### config.mk
export PLATFORM = sky130hd
export DESIGN_NAME = dm_access
export DESIGN_NICKNAME = d
export VERILOG_FILES = /design/src/rtl/dm_access.sv
export SDC_FILE = /design/constraint.sdc
export NUM_CORES = 1
export LEC_CHECK = 0
export CORE_ASPECT_RATIO = 1.75
export CORE_MARGIN = 2
export CORE_UTILIZATION = 49
export DETAILED_ROUTE_END_ITERATION = 10
export PLACE_DENSITY = 0.82
export SYNTH_ARGS = -nofsm -noshare
export SYNTH_HDL_FRONTEND = slang
export SYNTH_SLANG_ARGS = --single-unit
### constraint.sdc
create_clock -name clk -period 4.3 [get_ports clk]
set_clock_uncertainty 0.15 [all_clocks]
set_input_delay 1.29 -clock clk [delete_from_list [all_inputs] [get_ports clk]]
set_output_delay 1.29 -clock clk [all_outputs]
set_load 0.02 [all_outputs]
### src/rtl/dm_access.sv
// Load/store access controller in front of the word-addressed data memory.
// Sub-word stores are done as read-modify-write because dm writes whole words.
module dm_access #(
  parameter int ADDR_W = 4
) (
  input  logic              clk,
  input  logic              rst,
  input  logic              req_valid,
  output logic              req_ready,
  input  logic              req_write,
  input  logic [1:0]        req_size,
  input  logic              req_signed,
  input  logic [ADDR_W+1:0] req_addr,
  input  logic [31:0]       req_wdata,
  output logic              resp_valid,
  output logic [31:0]       resp_rdata,
  output logic              resp_err,
  output logic              dm_mem_read,
  output logic              dm_mem_write,
  output logic [ADDR_W-1:0] dm_addr,
  output logic [31:0]       dm_write_data,
  input  logic [31:0]       dm_read_data
);

  typedef enum logic [1:0] {
    IDLE  = 2'd0,
    READ  = 2'd1,
    WRITE = 2'd2,
    RESP  = 2'd3
  } state_e;

  state_e            state_q, state_d;
  logic              write_q, write_d;
  logic [1:0]        size_q, size_d;
  logic              sign_q, sign_d;
  logic [ADDR_W+1:0] addr_q, addr_d;
  logic [15:0]       wdata_q, wdata_d;
  logic [31:0]       word_q, word_d;
  logic [31:0]       rdata_q, rdata_d;
  logic              err_q, err_d;

  logic              req_err;
  logic [7:0]        ld_byte;
  logic [15:0]       ld_half;
  logic [31:0]       ld_ext;
  logic [31:0]       st_merge;

  assign req_err = (req_size == 2'b11)
                 | ((req_size == 2'b01) & req_addr[0])
                 | ((req_size == 2'b10) & (|req_addr[1:0]));

  // Lane extraction for loads and lane merge for sub-word stores
  always_comb begin
    ld_byte  = dm_read_data[7:0];
    st_merge = dm_read_data;
    unique case (addr_q[1:0])
      2'd0: ld_byte = dm_read_data[7:0];
      2'd1: ld_byte = dm_read_data[15:8];
      2'd2: ld_byte = dm_read_data[23:16];
      default: ld_byte = dm_read_data[31:24];
    endcase
    ld_half = addr_q[1] ? dm_read_data[31:16] : dm_read_data[15:0];
    unique case (size_q)
      2'b00: ld_ext = {{24{sign_q & ld_byte[7]}}, ld_byte};
      2'b01: ld_ext = {{16{sign_q & ld_half[15]}}, ld_half};
      default: ld_ext = dm_read_data;
    endcase
    if (size_q == 2'b00) begin
      unique case (addr_q[1:0])
        2'd0: st_merge[7:0]   = wdata_q[7:0];
        2'd1: st_merge[15:8]  = wdata_q[7:0];
        2'd2: st_merge[23:16] = wdata_q[7:0];
        default: st_merge[31:24] = wdata_q[7:0];
      endcase
    end else if (addr_q[1]) begin
      st_merge[31:16] = wdata_q;
    end else begin
      st_merge[15:0] = wdata_q;
    end
  end

  always_comb begin
    state_d       = state_q;
    write_d       = write_q;
    size_d        = size_q;
    sign_d        = sign_q;
    addr_d        = addr_q;
    wdata_d       = wdata_q;
    word_d        = word_q;
    rdata_d       = rdata_q;
    err_d         = err_q;
    req_ready     = 1'b0;
    resp_valid    = 1'b0;
    resp_rdata    = 32'h0;
    resp_err      = 1'b0;
    dm_mem_read   = 1'b0;
    dm_mem_write  = 1'b0;
    dm_addr       = '0;
    dm_write_data = 32'h0;
    unique case (state_q)
      IDLE: begin
        req_ready = 1'b1;
        if (req_valid) begin
          write_d = req_write;
          size_d  = req_size;
          sign_d  = req_signed;
          addr_d  = req_addr;
          wdata_d = req_wdata[15:0];
          rdata_d = 32'h0;
          err_d   = req_err;
          if (req_err) begin
            state_d = RESP;
          end else if (req_write && req_size == 2'b10) begin
            word_d  = req_wdata;
            state_d = WRITE;
          end else begin
            state_d = READ;
          end
        end
      end
      READ: begin
        dm_mem_read = 1'b1;
        dm_addr     = addr_q[ADDR_W+1:2];
        if (write_q) begin
          word_d  = st_merge;
          state_d = WRITE;
        end else begin
          rdata_d = ld_ext;
          state_d = RESP;
        end
      end
      WRITE: begin
        dm_mem_write  = 1'b1;
        dm_addr       = addr_q[ADDR_W+1:2];
        dm_write_data = word_q;
        state_d       = RESP;
      end
      default: begin
        resp_valid = 1'b1;
        resp_rdata = rdata_q;
        resp_err   = err_q;
        state_d    = IDLE;
      end
    endcase
  end

  always_ff @(posedge clk or posedge rst) begin
    if (rst) begin
      state_q <= IDLE;
      write_q <= 1'b0;
      size_q  <= 2'b00;
      sign_q  <= 1'b0;
      addr_q  <= '0;
      wdata_q <= 16'h0;
      word_q  <= 32'h0;
      rdata_q <= 32'h0;
      err_q   <= 1'b0;
    end else begin
      state_q <= state_d;
      write_q <= write_d;
      size_q  <= size_d;
      sign_q  <= sign_d;
      addr_q  <= addr_d;
      wdata_q <= wdata_d;
      word_q  <= word_d;
      rdata_q <= rdata_d;
      err_q   <= err_d;
    end
  end

endmodule

==> summary.md <==
| Metric | Value |
|---|---|
| Final hold viol count | 0 |
| Worst slew margin | 0.191 |
| CTS tree | built |
| Clock Tree Buf Depth | 2 |
| Initial core utilization | 0.501 |
| Worst Setup End Kind | output port |
| Sink Count | 93 |
| PwrDens | 746 nW/um2 |
| CTS Buf Count | 9 |
| Peak supply drop | 0.565 mV |
| Post-synthesis mux area share | 0.108 |
| Unique masters post-synth | 48 |
| Die footprint | 11,800 um2 |
| Hold Path Class | register to register |
| Cells after Synth | 531 |
| Core area | 10,700 um2 |
| Worst Path Max Fanout | 18 |
| Final Cycle Share | 0.917 |
| Gpl congestion | 0.969 |
| Status | complete, no violations |
| Period minus WS final | 3.94 ns |
| N_diodes | 0 |
| Final setup margin | 0.357 ns |
| Yosys warns | 0 |
| Synthesis-to-finish area growth | 34.9% |
| Syn_nets | 612 |
| Final WL | 16,700 um |
| DRT antenna net count | 0 |
| Die width | 83.1 um |
| Post-CTS Repair Setup Buffers | 0 |
| Global-route wire length before repair | 26,000 um |
| Vias in the first global route | 4,880 |
| Std cell rows | 50 |
| EDFF count, synth | 0 |
| Dpl ws | 0.591 ns |
| Family with the most delay on the worst path | buffers and inverters |
| Gr usage total | 0.282 |
| RSZ-0062 raised after global routing | no |
| CTS resizes | 0 |
| Hold buffers post-CTS | 0 |
| Syn_area_per_cell | 10.1 um2 |
| Synth Area in Simple Gates | 0.171 |
| # DRC | 0 |
| Wire per inst | 20.9 um |
| Via count | 4,851 |
| Most frequent cells in the layout | clkdlybuf4s50_1, dfrtp_1, and2_1, o21ai_0, nor2_1 |
| CP max stage cell | clkdlybuf4s50_1 |
| CP cell instances | inv_1 > ha_1 > buf_4 > and2_1 > clkdlybuf4s50_1 |
| Max Fclk | 0.254 GHz |
| I/O pins | 150 |
| Pins over their slew limit | 0 |
| Root buf cell | clkbuf_16 |
| HPWL Detailed | 12,800 um |
| Adder-cell share of the synthesized area | 0.00934 |
| Worst Tran Pin Value | 1.21 ns |
| Largest family of logic cells by synthesized area | compound AO/OA/AOI/OAI gates |
| Synth Area in XOR/XNOR | 0 |
| Synth Area in Compound Gates | 0.224 |
| Setup TNS | 0 ns |
| Worst setup path class | register to output port |
| Clk Latency, worst-skew pair | 0.34 ns |
| Buf+Inv Stages, Crit Path | 3 |
| Iteration-0 DRC Markers | 354 |
| Layout net count | 744 |
| CP peak stage delay | 0.63 ns |
| Startpoint types | register |
| FILL cells | 836 |
| Vias per inst | 6.08 |
| Clock slew at reported path FFs | 0.06 ns |
| Initial antenna violation count | 0 |
| Commonest non-fill, non-tap cell in the layout | clkdlybuf4s50_1 |
| Post-synth top flop | dfrtp_1 |
| Final Util | 0.676 |
| H-Tree Depth | 3 |
| Async SR Flop Fraction | 1.00 |
| PortBufs | 149 |
| Critical path required time | 2.86 ns |
| Cell Area, Synth | 5360 um2 |
| Pin count of the biggest net entering global routing | 62 |
| Detailed-router iteration count before antenna repair | 5 |
| Sequential fraction of the synthesis area | 0.434 |
| WP data arrival | 2.50 ns |
| Final Setup Violations | 0 |
| Grt ovf | 0 |
| Pleak | 3.05 nW |
| Synthesized flop and latch total | 93 |
| Count of maximum capacitance violations | 0 |
| Proportion of layout cells with a drive suffix above 1 | 0.111 |
| Die height | 142 um |
-- metal layers --
layer,vias to the layer above,routed length [um],track usage
li1,2195,-,-
met1,2377,6110,0.308
met2,229,8980,0.527
met3,50,874,0.0435
met4,0,743,0.134
met5,-,0,0
-- worst paths after layout --
path	from	end	slack (ns)	cells after the start
max in group asynchronous	rst	word_q[20]	2.13	3
max	state_q[0]	dm_write_data[3]	0.36	5
min reg2reg	rdata_q[15]	rdata_q[15]	0.33	1
min in group asynchronous	rst	rdata_q[29]	1.16	2
min	rdata_q[15]	rdata_q[15]	0.33	1
max reg2reg	state_q[1]	rdata_q[18]	1.39	7
-- sequential cells by signal, summed over array words and instances, names as in the netlist --
name     count
err_q        1
wdata_q     16
rdata_q     32
addr_q       6
state_q      2
word_q      32
size_q       2
write_q      1
sign_q       1
-- metrics by stage --
| stage | instances | hold slack (ns) | instance area, um2 | power (mW) |
|---|---|---|---|---|
| floorplan | 531 | 0.290 | 5360 | 3.54 |
| global placement | 782 | 0.307 | 6900 | 4.39 |
| detailed placement | 782 | 0.315 | 6900 | 4.50 |
| CTS | 798 | 0.324 | 7230 | 5.38 |
| global route | 798 | 0.351 | 7230 | 5.70 |
| finish | 798 | 0.327 | 7230 | 5.39 |
-- synth_stat cells, types with 2 or more instances --
master / n / area [um2]
o22ai_1: 16 / 100
nand2_1: 21 / 78.8
mux2i_1: 25 / 250
buf_6: 3 / 33.8
or3_1: 7 / 43.8
a32o_1: 7 / 70.1
nor2b_1: 11 / 68.8
mux2_2: 27 / 304
buf_2: 10 / 50.1
a21o_1: 2 / 15.0
nand2b_1: 10 / 62.6
a21oi_1: 10 / 50.1
o21ai_0: 43 / 215
nor2_1: 40 / 150
dfrtp_1: 93 / 2330
and2_1: 69 / 432
a221o_1: 16 / 160
a221oi_1: 3 / 26.3
o31ai_1: 25 / 188
ha_1: 4 / 50.1
clkbuf_1: 21 / 78.8
a221oi_2: 14 / 210
inv_1: 24 / 90.1
a311oi_1: 6 / 52.6
-- worst reg2reg max path, cell delays in order, from the launching register on --
cell,delay (ns)
dfrtp_1,0.40
inv_1,0.12
ha_1,0.15
buf_4,0.29
nor2b_1,0.32
nand2_2,0.22
nor2_1,0.89
a221o_1,0.30
-- cell type report --
cell class / instances / area [um2] / area share
multi-input cells: 376 / 2740 / 0.380
flip-flops and latches: 93 / 2330 / 0.322
repair buffers: 158 / 1570 / 0.217
clock buffers: 13 / 260 / 0.0360
well taps: 130 / 163 / 0.0225
inverters: 25 / 95.1 / 0.0132
clock inverters: 3 / 67.6 / 0.00935
-- power breakdown --
| group | internal, mW | total [mW] | switching [mW] |
|---|---|---|---|
| registers | 1.27 | 1.62 | 0.354 |
| logic | 1.29 | 2.90 | 1.61 |
| clock network | 0.542 | 0.867 | 0.325 |
-- kinds of logic after synthesis --
kind of cell             count (synthesis)
AO/OA/AOI/OAI                          153
buffers and inverters                   62
adder cells (fa/ha/maj)                  4
AND/OR/NAND/NOR                        166
flip-flops                              93
multiplexers                            53
Note: power is estimated with default switching activity, not from simulation.
